File: config.mk
export PLATFORM = sky130hd
export DESIGN_NAME = cpu_sequencer
export DESIGN_NICKNAME = d
export VERILOG_FILES = /design/src/rtl/cpu_sequencer.sv
export SDC_FILE = /design/constraint.sdc
export NUM_CORES = 1
export LEC_CHECK = 0
export CORE_UTILIZATION = 60
export DETAILED_ROUTE_END_ITERATION = 8
export DONT_BUFFER_PORTS = 1
export PLACE_DENSITY = 0.76
export SLEW_MARGIN = 25
export SYNTH_ARGS = -nofsm -noshare
export SYNTH_HDL_FRONTEND = slang
export SYNTH_SLANG_ARGS = --single-unit
File: constraint.sdc
create_clock -name clk -period 2.88 [get_ports clk]
set_clock_uncertainty 0.1 [all_clocks]
set_input_delay 0.576 -clock clk [delete_from_list [all_inputs] [get_ports clk]]
set_output_delay 0.576 -clock clk [all_outputs]
set_load 0.02 [all_outputs]
File: src/rtl/cpu_sequencer.sv
// Multi-cycle instruction sequencer: fetch / execute / memory / writeback with a shared
// memory bus, bus-timeout fault detection, debug-dump handshake and saturating counters.
module cpu_sequencer #(
    parameter int BUS_TIMEOUT = 255
) (
    input  logic        clk,
    input  logic        rst_n,
    input  logic        dMemLoad,
    input  logic        dMemStore,
    input  logic        dJmpEn,
    input  logic        dRdWE,
    input  logic        dHalt,
    input  logic        dDebugDump,
    input  logic        jmpTaken,
    output logic        busReq,
    output logic        busWe,
    output logic        busAddrSel,
    input  logic        busAck,
    output logic        iRegWE,
    output logic        memDataWE,
    output logic        pcWE,
    output logic        pcSel,
    output logic        rfWE,
    output logic        rfSrcMem,
    output logic        dumpReq,
    input  logic        dumpDone,
    output logic        halted,
    output logic        fault,
    output logic [2:0]  state,
    output logic [31:0] cycleCount,
    output logic [31:0] instret
);
    localparam int WAIT_W = $clog2(BUS_TIMEOUT + 1);
    localparam logic [WAIT_W-1:0] WAIT_MAX = BUS_TIMEOUT[WAIT_W-1:0];

    typedef enum logic [2:0] {
        S_FETCH = 3'd0,
        S_EXEC  = 3'd1,
        S_MEM   = 3'd2,
        S_WB    = 3'd3,
        S_DUMP  = 3'd4,
        S_HALT  = 3'd5,
        S_FAULT = 3'd6,
        S_BAD   = 3'd7
    } state_t;

    state_t            st;
    logic [WAIT_W-1:0] wait_cnt;

    function automatic logic [31:0] sat_inc(input logic [31:0] v);
        return (v == 32'hFFFF_FFFF) ? v : v + 32'd1;
    endfunction

    // Wait counter is zero whenever the FSM is outside a bus state, so every
    // entry into FETCH or MEM starts counting from zero.
    always_ff @(posedge clk) begin
        if (!rst_n) begin
            st         <= S_FETCH;
            wait_cnt   <= '0;
            cycleCount <= '0;
            instret    <= '0;
        end else begin
            if (st != S_HALT && st != S_FAULT)
                cycleCount <= sat_inc(cycleCount);
            wait_cnt <= '0;
            case (st)
                S_FETCH, S_MEM: begin
                    if (busAck)
                        st <= (st == S_FETCH) ? S_EXEC : S_WB;
                    else if (wait_cnt == WAIT_MAX)
                        st <= S_FAULT;
                    else
                        wait_cnt <= wait_cnt + 1'b1;
                end
                S_EXEC: begin
                    if (dHalt) begin
                        st      <= S_HALT;
                        instret <= sat_inc(instret);
                    end else if (dDebugDump)
                        st <= S_DUMP;
                    else if (dMemLoad || dMemStore)
                        st <= S_MEM;
                    else
                        st <= S_WB;
                end
                S_DUMP: if (dumpDone) st <= S_WB;
                S_WB: begin
                    st      <= S_FETCH;
                    instret <= sat_inc(instret);
                end
                S_HALT:  st <= S_HALT;
                S_FAULT: st <= S_FAULT;
                default: st <= S_FETCH;
            endcase
        end
    end

    // Enables are gated by rst_n so an asserted reset aborts bus traffic immediately.
    always_comb begin
        busReq     = 1'b0;
        busWe      = 1'b0;
        busAddrSel = 1'b0;
        iRegWE     = 1'b0;
        memDataWE  = 1'b0;
        pcWE       = 1'b0;
        pcSel      = 1'b0;
        rfWE       = 1'b0;
        rfSrcMem   = 1'b0;
        dumpReq    = 1'b0;
        halted     = 1'b0;
        fault      = 1'b0;
        case (st)
            S_FETCH: begin
                busReq = rst_n;
                iRegWE = rst_n && busAck;
            end
            S_MEM: begin
                busReq     = rst_n;
                busWe      = rst_n && dMemStore;
                busAddrSel = 1'b1;
                memDataWE  = rst_n && busAck && dMemLoad && !dMemStore;
            end
            S_WB: begin
                pcWE     = rst_n;
                pcSel    = dJmpEn && jmpTaken;
                rfWE     = rst_n && dRdWE;
                rfSrcMem = dMemLoad;
            end
            S_DUMP:  dumpReq = rst_n;
            S_HALT:  halted  = 1'b1;
            S_FAULT: fault   = 1'b1;
            default: ;
        endcase
    end

    assign state = st;

endmodule

======== Yosys cells after proc, flatten, opt, wreduce, memory -nomap -nowiden ========
Index checks and enable logic that the tools add are counted.
word-level totals
  flip-flop bits (word level) ............. 75
  bits of input ports ..................... 11
  logic and storage cells ................. 63
cells by class
  bitwise logic cells ..................... 3
  add/sub/neg operators ................... 3
  reductions and logical operators ........ 16
  mux-type cells .......................... 23
  eq/ne operators ......................... 14
operators by type and width
  kind                                                                    count
  32-bit by 1-bit adder with 32-bit output (second input constant)        2
  32-bit equality test (second input constant)                            2
  32-bit 2-to-1 mux                                                       2
  32-bit case mux with 2 select lines                                     1
  3-bit 2-to-1 mux                                                        5
  3-bit case mux with 5 select lines                                      1
  1-bit 2-to-1 mux                                                        13
  3-bit equality test (second input constant)                             3
  8-bit by 1-bit adder with 8-bit output (second input constant)          1
  8-bit equality test (second input constant)                             1
  1-bit logical AND                                                       7
  3-bit by 2-bit equality test with 1-bit output (second input constant)  2
  3-bit != test (second input constant)                                   2
  2-bit AND reduction                                                     3
  2-bit != test (second input constant)                                   2
  4-bit OR reduction                                                      1
  3-bit by 1-bit equality test with 1-bit output (second input constant)  1
  3-bit logical NOT                                                       1
  3-bit by 1-bit != test with 1-bit output (second input constant)        1
  1-bit NOT                                                               3
  2-bit 2-to-1 mux                                                        1
  2-bit nonzero test                                                      1
  2-bit OR reduction                                                      1
  1-bit logical NOT                                                       1
  1-bit logical OR                                                        1

======== Depth between registers and ports, before layout ========
Gate-level depths: netlist of run 1.
  depth in word-level cells ............... 5
  depth in mapped cells ................... 8

======== Worst setup path after synthesis of run 1 ========
No wires, ideal clock.
  path kind ............................... input to output
  start point ............................. in rst_n
  end point ............................... out memDataWE
  buffers on the path ..................... 1
  slack ................................... -145 ps
  data arrival time ....................... 2,349 ps
  required time ........................... 2,204 ps
  cell stages on the path ................. 5
  cells stage by stage .................... clkbuf_1 > inv_1 > nor3_1 > nand2_1 > nor4bb_1
between the ends
  cells in the longest elaborated chain, start to end .. 4
ends and longest elaborated chain
  element                         RTL line  source
  start, declared                 7         input logic rst_n,
  1-bit logical AND (3 in a row)  121       memDataWE = rst_n && busAck && dMemLoad && !dMemStore;
  1-bit 2-to-1 mux                112       case (st)
  end, declared                   20        output logic memDataWE,
No other way between the ends.

======== Final worst setup path of run 1 ========
  start point ............................. reg st[2] (netlist: state[2])
  end point ............................... out dumpReq
between the ends
  cells in the longest elaborated chain, start to end .. 2
ends and longest elaborated chain
  element                 RTL line  source
  start, declared         47        state_t st;
  start signal, assigned  69        st <= (st == S_FETCH) ? S_EXEC : S_WB;
  3-bit equality test     112
  1-bit 2-to-1 mux        112
  end, declared           25        output logic dumpReq,
No other way between the ends.

==> reports/metrics.yaml, run 1 <==
switchingPower_w: 0.0005884
synth_edf_count: 0
initial_core_util: 0.6365
synth-async-reset-ratio: 0
design.portCount: 90
clockBufferDepth: 2
syn_nets: 478
drv_slew: 0
max_freq_ghz: 0.3902
finalHoldViolCount: 0
grt_pass1_wl_mm: 14.97
design_area_um2: 4279
fin_crit_sh: 0.8900
ys_types: 47
seqPwrFrac: 0.448
p_comb_frac: 0.107
critPathLaunch: "state[2]$_SDFFE_PN0P_"
area_growth_pct: 10.93
intPower_w: 0.001859
gp_congestion: 0.8055
first_pass_iters: 4
tritoncts: "yes"
worstPathArrival_ns: 1.89
synth-seq-area-share: 0.3892
grt_antenna_before_repair: 0
rr_startpoint: "instret[12]$_SDFFE_PN0P_"
drt_wl_total_mm: 9.397
p_sw_frac: 0.2405
h-tree-depth: 3
vias: 3649
layout_commonest_cell: "dfxtp_1"
layout.cells.non_filler: 557
syn_area_um2: 3857
hold_path_class: "primary input to register"
synth-main-ff-cell: "dfxtp_1"
avgRoutedWirePerCell_um: 16.87
outcome: "finished, final reports clean"
power_frac_clock: 0.445
fp-row-count: 28
layout-drive-gt1-share: 0.1100
worstHoldStart: "rst_n"
synth_seq_cells: 75
cts_buffers: 9
setup_ws_ns: 0.3169
slew_headroom: 0.5548
finalSetupTns_ns: 0
cp-start-kind: "register"
peakVddDrop_mv: 0.3859
grt_pass1_vias: 3315
dp_slack_ns: 0.4330
clock_latency_ns: 0.34
layout.nets: 491
hold_buffers: 0
cp-end-kind: "output port"
fin_crit_ns: 2.563
maxCapViolations: 0
fillers: 519
place_inst: 541
portBuffers: 0
drc_errors: 0
grt.overflow.total: 0
cts_resized: 0
setup_viol: 0
grt_start_max_net_pins: 64
cts_setup_buffers: 0
drtIter0Drc: 234
gr-usage-all-layers: 0.2873
antenna_cells: 0
dpl_cell_area_um2: 4004
avgSynthCellArea_um2: 8.313
core_um2: 6061
cts.sinks: 75
rsz0062_at_grt: "no"
crit_type: "register to output port"
worstPathRequired_ns: 2.20
die_area_um2: 6754
netlist_instances: 464
vias_per_cell: 6.551
drtAntennaViolNets: 0
die_x_um: 82.18
layout_common_cells: "dfxtp_1 (75), a21oi_1 (54), nand2_1 (38), nor2_1 (34), or3_1 (31)"
worstMarginPinSlew_ns: 0.6678
p_per_area_nw_per_um2: 571.9
ys_warn_count: 0
clkTransAtPathRegs_ns: 0.07
path_max_fanout: 14
dieHeight_um: 82.18
p_leak_nw: 1.350
hpwl_mm: 6.558
cts-root-buf: "clkbuf_8"
## per-stage QoR
stage | hold WS [ns] | total power [W] | utilization
floorplan | 0.3299 | 0.001312 | -
global placement | 0.3419 | 0.001369 | 0.6606
detailed placement | 0.3509 | 0.001380 | 0.6606
CTS | 0.2642 | 0.002458 | 0.7060
global route | 0.2739 | 0.002536 | 0.7060
finish | 0.2754 | 0.002447 | 0.7060
## power groups by stage
stage | clock, W | combinational [W] | sequential [W]
after global placement | 0 | 0.000251 | 0.00112
final | 0.00109 | 0.000263 | 0.00110
after global routing | 0.00115 | 0.000284 | 0.00110
after CTS | 0.00110 | 0.000261 | 0.00110
after floorplan | 0 | 0.000182 | 0.00113
after detailed placement | 0 | 0.000260 | 0.00112
## cells in the mapped netlist, drive strengths merged (10+ instances only)
cell type	instances	area, um^2
a21oi	54	270.3
and3	10	62.56
clkbuf	11	41.29
dfxtp	75	1501
nand2	38	142.6
nand3	27	135.1
nand4	22	150.1
nor2	34	127.6
o21ai	31	155.1
o31ai	23	186.4
or3	31	193.9
or4	24	187.7
## layout make-up
class | instances | area [um^2] | area share
multi-input cells | 365 | 2232 | 0.5216
flip-flops and latches | 75 | 1501 | 0.3509
repair buffers | 21 | 157.7 | 0.03684
clock buffers | 12 | 155.1 | 0.03626
clock inverters | 4 | 120.1 | 0.02807
well taps | 75 | 93.84 | 0.02193
inverters | 5 | 18.77 | 0.004386
## state kept, by name, indices dropped and copies added (netlist names)
| signal | cells |
|---|---|
| instret | 32 |
| state | 3 |
| wait_cnt | 8 |
| cycleCount | 32 |
## cell families (layout without fill, tap and decap cells)
family | count (synthesis) | count (layout) | synth area share
AOI/OAI and AO/OA | 121 | 121 | 0.1910
xor gates and xnor gates | 13 | 13 | 0.02952
adders and majority gates | 3 | 3 | 0.009732
buffers and inverters | 24 | 42 | 0.03373
DFF | 75 | 75 | 0.3892
muxes | 5 | 5 | 0.01297
and+or+nand+nor | 223 | 223 | 0.3338
## worst max-delay path, cell delays in order, from the launching register on
cell	delay, ns
dfxtp_1	0.70
or3b_2	0.53
nor2_1	0.32
## final timing paths
| path | endpoint | slack, ns | cells past startpoint |
|---|---|---|---|
| setup / recovery | dumpReq | 0.32 | 2 |
| hold / removal | instret[25]$_SDFFE_PN0P_ | 0.28 | 2 |
| setup reg to reg | instret[27]$_SDFFE_PN0P_ | 0.36 | 6 |
| hold reg to reg | wait_cnt[0]$_SDFF_PP0_ | 0.39 | 1 |
## layer usage
layer	vias up	track usage	wire [um]
met5	-	0	0
met1	1725	0.3468	4102
li1	1786	-	-
met3	14	0.07473	607
met2	124	0.4818	4530
met4	0	0.1193	157
No activity file was read; power rests on OpenSTA's default activity.
==> run 2: changes to the inputs <==
--- a/config.mk
+++ b/config.mk
@@ -5,10 +5,10 @@
 export SDC_FILE = /design/constraint.sdc
 export NUM_CORES = 1
 export LEC_CHECK = 0
-export CORE_UTILIZATION = 60
+export CORE_UTILIZATION = 50
 export DETAILED_ROUTE_END_ITERATION = 8
 export DONT_BUFFER_PORTS = 1
-export PLACE_DENSITY = 0.76
+export PLACE_DENSITY = 0.65
 export SLEW_MARGIN = 25
 export SYNTH_ARGS = -nofsm -noshare
 export SYNTH_HDL_FRONTEND = slang
==> constraint.sdc (replaced) <==
create_clock -name clk -period 3.2 [get_ports clk]
set_clock_uncertainty 0.1 [all_clocks]
set_input_delay 0.64 -clock clk [delete_from_list [all_inputs] [get_ports clk]]
set_output_delay 0.64 -clock clk [all_outputs]
set_load 0.02 [all_outputs]
==> run 2 against run 1 <==
  * Sequential cell count unchanged
  * Largest power group unchanged
  * Non-clock buffer count shrank 8
  * Highest routed layer unchanged
  * Largest cell class unchanged
  * Hold slack better by 0.063 ns
  * Global-route usage is 5.6 points lower
==> reports/metrics.yaml, run 2 (synthesis gave the netlist of run 1 again) <==
drt_wl_total_mm: 9.304  # was 9.397 mm
outcome: "finished, final reports clean"  # unchanged
vias_per_cell: 6.202  # was 6.551
path_max_fanout: 14  # unchanged
layout_top_registers: "cycleCount: 32 flops, instret: 32 flops, wait_cnt: 8 flops"  # unchanged
hpwl_mm: 6.424  # was 6.558 mm
design.portCount: 90  # unchanged
fillers: 689  # was 519
die_x_um: 89.84  # was 82.18 um
slew_headroom: 0.5396  # was 0.5548
cts.sinks: 75  # unchanged
layout_commonest_cell: "dfxtp_1"  # unchanged
peakVddDrop_mv: 0.2086  # was 0.3859 mV
fin_crit_ns: 2.625
finalHoldViolCount: 0  # unchanged
cp-start-kind: "register"  # unchanged
h-tree-depth: 3  # unchanged
worstPathArrival_ns: 1.88  # was 1.89 ns
dieHeight_um: 89.84  # was 82.18 um
area_growth_pct: 9.115  # was 10.93%
rsz0062_at_grt: "no"  # unchanged
layout-drive-gt1-share: 0.09283  # was 0.1100
grt.overflow.total: 0  # unchanged
worstMarginPinSlew_ns: 0.6907  # was 0.6678 ns
holdWs_ns: 0.3382  # was 0.2754 ns
place_inst: 557  # was 541
hold_path_class: "primary input to register"  # unchanged
first_pass_iters: 5  # was 4
worstPathRequired_ns: 2.46  # was 2.20 ns
setup_viol: 0  # unchanged
maxCapViolations: 0  # unchanged
cp-end-kind: "output port"  # unchanged
grt_start_max_net_pins: 65  # was 64
clockBufferDepth: 2  # unchanged
cts_setup_buffers: 0  # unchanged
avgRoutedWirePerCell_um: 16.24  # was 16.87 um
grt_pass1_wl_mm: 15.55  # was 14.97 mm
layout.cells.non_filler: 573  # was 557
portBuffers: 0  # unchanged
clock_latency_ns: 0.35  # was 0.34 ns
drtIter0Drc: 149  # was 234
grt_pass1_vias: 3207  # was 3315
tritoncts: "yes"  # unchanged
fp-row-count: 31  # was 28
p_per_area_nw_per_um2: 498.8  # was 571.9 nW/um^2
crit_type: "register to output port"  # unchanged
p_leak_nw: 1.293  # was 1.350 nW
vias: 3554  # was 3649
drc_errors: 0  # unchanged
gr-usage-all-layers: 0.2312  # was 0.2873
hold_buffers: 0  # unchanged
cts-root-buf: "clkbuf_8"  # unchanged
cts_resized: 0  # unchanged
grt_antenna_before_repair: 0  # unchanged
cts_buffers: 9  # unchanged
initial_core_util: 0.5234  # was 0.6365
drv_slew: 0  # unchanged
core_um2: 7370  # was 6061 um^2
fin_util: 0.5711  # was 0.7060
fin_crit_sh: 0.8203
gp_congestion: 0.7938  # was 0.8055
clkTransAtPathRegs_ns: 0.08  # was 0.07 ns
max_freq_ghz: 0.3810
layout.nets: 483  # was 491
finalSetupTns_ns: 0  # unchanged
power_w: 0.002100  # was 0.002447 W
layout_common_cells: "dfxtp_1 (75), a21oi_1 (54), nand2_1 (38), nor2_1 (34), or3_1 (31)"  # unchanged
antenna_cells: 0  # unchanged
drtAntennaViolNets: 0  # unchanged
die_area_um2: 8070  # was 6754 um^2
==> run 2: cell types whose count changed in the layout (fill, tap and decap cells not counted), sizes merged <==
cell,change
buf,-8
clkinv,+2
clkbuf,-1
bufinv,-1
==> run 2: layout make-up <==
type,count,area [um^2],share of cell area
Clock buffer,11,141.4,0.03359
Clock inverter,5,100.1,0.02378
Sequential cell,75,1501,0.3567
Timing Repair Buffer,13,97.59,0.02319
Multi-Input combinational cell,365,2226,0.5288
Inverter,5,18.77,0.004459
Tap cell,99,123.9,0.02943
==> run 2: worst paths after layout <==
| path | start | end | slack (ns) | cells past startpoint |
|---|---|---|---|---|
| max | state[2]$_SDFFE_PN0P_ | dumpReq | 0.58 | 2 |
| min | rst_n | cycleCount[5]$_SDFFE_PN0P_ | 0.34 | 2 |
| max reg2reg | instret[0]$_SDFFE_PN0P_ | instret[2]$_SDFFE_PN0P_ | 0.61 | 7 |
| min reg2reg | wait_cnt[0]$_SDFF_PP0_ | wait_cnt[0]$_SDFF_PP0_ | 0.37 | 1 |
==> run 2: critical path, stage by stage (launching register included) <==
cell     delay [ns]
dfxtp_1        0.69
or3b_2         0.52
nor2_1         0.33
==> run 2: per-layer routing <==
| metal | track usage | routed length [um] |
|---|---|---|
| met3 | 0.05584 | 628 |
| met5 | 0 | 0 |
| met1 | 0.2945 | 4060 |
| met4 | 0.07240 | 104 |
| met2 | 0.3853 | 4511 |
==> run 2: power breakdown <==
part,internal (W),switching (W),leakage (nW),total [W]
clock,0.000538,0.000355,0.123,0.000892
sequential,0.000952,0.0000506,0.605,0.00100
combinational,0.0000708,0.000134,0.564,0.000205
==> run 2: per-stage QoR <==
stage | setup WS (ns) | instance area, um^2
2_1_floorplan | 0.04736 | 3857
4_1_cts | 0.5599 | 4209
3_5_place_dp | 0.6339 | 3968
3_3_place_gp | 0.7174 | 3968
5_1_grt | 0.4334 | 4209
6_report | 0.5752 | 4209
==> run 3: changes to the inputs <==
==> constraint.sdc (replaced) <==
create_clock -name clk -period 2.65 [get_ports clk]
set_clock_uncertainty 0.1 [all_clocks]
set_input_delay 0.53 -clock clk [delete_from_list [all_inputs] [get_ports clk]]
set_output_delay 0.53 -clock clk [all_outputs]
set_load 0.02 [all_outputs]
==> run 3 against run 2 <==
  * Critical path depth is 1 higher
  * Sequential cell count stayed put
  * Sequential share of layout area is 1.3 points lower
  * Final area is 3.7% higher
  * First-iteration DRC count is 10% lower
  * Via count is 1.5% higher
  * Sequential power is 17% higher
  * Critical endpoint unchanged
  * Setup slack worse by 0.32 ns
  * Register-to-register slack worse by 0.34 ns
  * Final cell count is 3.7% higher
  * Largest power group unchanged
==> reports/metrics.yaml, run 3 (synthesis gave the netlist of run 1 again) <==
cts-root-buf: "clkbuf_8"  # unchanged
gr-usage-all-layers: 0.2349  # was 0.2312
crit_type: "register to output port"  # unchanged
path_max_fanout: 12  # was 14
finalHoldViolCount: 0  # unchanged
worstPathRequired_ns: 2.02  # was 2.46 ns
clock_latency_ns: 0.35  # about the same
clockBufferDepth: 2  # unchanged
area_growth_pct: 13.10  # was 9.115%
grt.overflow.total: 0  # unchanged
max_freq_ghz: 0.4178
worstMarginPinSlew_ns: 0.6887  # was 0.6907 ns
cts.sinks: 75  # unchanged
p_leak_nw: 1.400  # was 1.293 nW
portBuffers: 0  # unchanged
gp_congestion: 0.8062  # was 0.7938
grt_pass1_vias: 3269  # was 3207
clkTransAtPathRegs_ns: 0.08  # about the same
place_inst: 579  # was 557
initial_core_util: 0.5234  # unchanged
design.portCount: 90  # unchanged
finalSetupTns_ns: 0  # unchanged
first_pass_iters: 5  # unchanged
hold_buffers: 0  # unchanged
cts_setup_buffers: 0  # unchanged
layout.cells.non_filler: 594  # was 573
outcome: "finished, final reports clean"  # unchanged
cp-start-kind: "register"  # unchanged
drc_errors: 0  # unchanged
grt_antenna_before_repair: 0  # unchanged
grt_start_max_net_pins: 64  # was 65
worstPathArrival_ns: 1.76  # was 1.88 ns
tritoncts: "yes"  # unchanged
die_area_um2: 8070  # unchanged
die_x_um: 89.84  # unchanged
layout_top_registers: "cycleCount: 32 flops, instret: 32 flops, wait_cnt: 8 flops"  # unchanged
fin_crit_ns: 2.393
drv_slew: 0  # unchanged
fin_crit_sh: 0.9031
layout_common_cells: "dfxtp_1 (75), a21oi_1 (54), nand2_1 (38), nor2_1 (34), buf_4 (34)"  # was dfxtp_1 (75), a21oi_1 (54), nand2_1 (38), nor2_1 (34), or3_1 (31)
grt_pass1_wl_mm: 15.60  # was 15.55 mm
layout_commonest_cell: "dfxtp_1"  # unchanged
antenna_cells: 0  # unchanged
drtIter0Drc: 134  # was 149
slew_headroom: 0.5409  # was 0.5396
setup_viol: 0  # unchanged
cts_buffers: 9  # unchanged
p_per_area_nw_per_um2: 558.5  # was 498.8 nW/um^2
peakVddDrop_mv: 0.3030  # was 0.2086 mV
drt_wl_total_mm: 9.373  # was 9.304 mm
drtAntennaViolNets: 0  # unchanged
cts_resized: 0  # unchanged
vias_per_cell: 6.076  # was 6.202
maxCapViolations: 0  # unchanged
h-tree-depth: 3  # unchanged
power_w: 0.002437  # was 0.002100 W
layout.nets: 505  # was 483
vias: 3609  # was 3554
dieHeight_um: 89.84  # unchanged
fp-row-count: 31  # unchanged
avgRoutedWirePerCell_um: 15.78  # was 16.24 um
rsz0062_at_grt: "no"  # unchanged
core_um2: 7370  # unchanged
hpwl_mm: 6.642  # was 6.424 mm
layout-drive-gt1-share: 0.1354  # was 0.09283
hold_path_class: "primary input to register"  # unchanged
cp-end-kind: "output port"  # unchanged
[run 3: layout make-up]
| class | instances | area (um^2) |
|---|---|---|
| inverters | 5 | 18.77 |
| clock buffers | 10 | 127.6 |
| fillers | 719 | 3007 |
| multi-input cells | 365 | 2237 |
| well taps | 99 | 123.9 |
| repair buffers | 35 | 275.3 |
| flip-flops and latches | 75 | 1501 |
| clock inverters | 5 | 78.83 |
[run 3: path summary, 6_finish.rpt]
check                      startpoint                         end  slack [ns]  cells past startpoint
min                             rst_n  cycleCount[5]$_SDFFE_PN0P_        0.22                      2
max reg2reg  instret[13]$_SDFFE_PN0P_    instret[12]$_SDFFE_PN0P_        0.27                      6
max             state[2]$_SDFFE_PN0P_                     dumpReq        0.26                      3
min reg2reg    wait_cnt[0]$_SDFF_PP0_      wait_cnt[0]$_SDFF_PP0_        0.37                      1
[run 3: per-layer routing]
layer	wire, um	vias to the layer above	GRT usage
met4	76	0	0.08880
met3	593	7	0.07360
met2	4546	85	0.3840
li1	-	1818	-
met1	4157	1699	0.2891
met5	0	-	0
[run 3: worst max-delay path, cell delays in order (launching register included)]
cell     delay (ns)
dfxtp_1        0.34
buf_4          0.21
or3b_2         0.49
nor2_1         0.36
[run 3: report_power, final]
group          switching (W)  internal [W]  leakage [nW]
clock network       0.000425      0.000524         0.106
registers          0.0000161       0.00115         0.605
logic               0.000213      0.000108         0.688
total               0.000655       0.00178          1.40
[run 3: per-stage QoR]
stage	cell area, um^2	utilization	setup slack (ns)	hold WS, ns
floorplan	3869	-	0.1234	0.3299
global placement	4156	0.5640	0.3594	0.3419
detailed placement	4156	0.5640	0.3007	0.3498
CTS	4363	0.5920	0.2503	0.2079
global route	4363	0.5920	0.09495	0.2050
finish	4363	0.5920	0.2567	0.2179
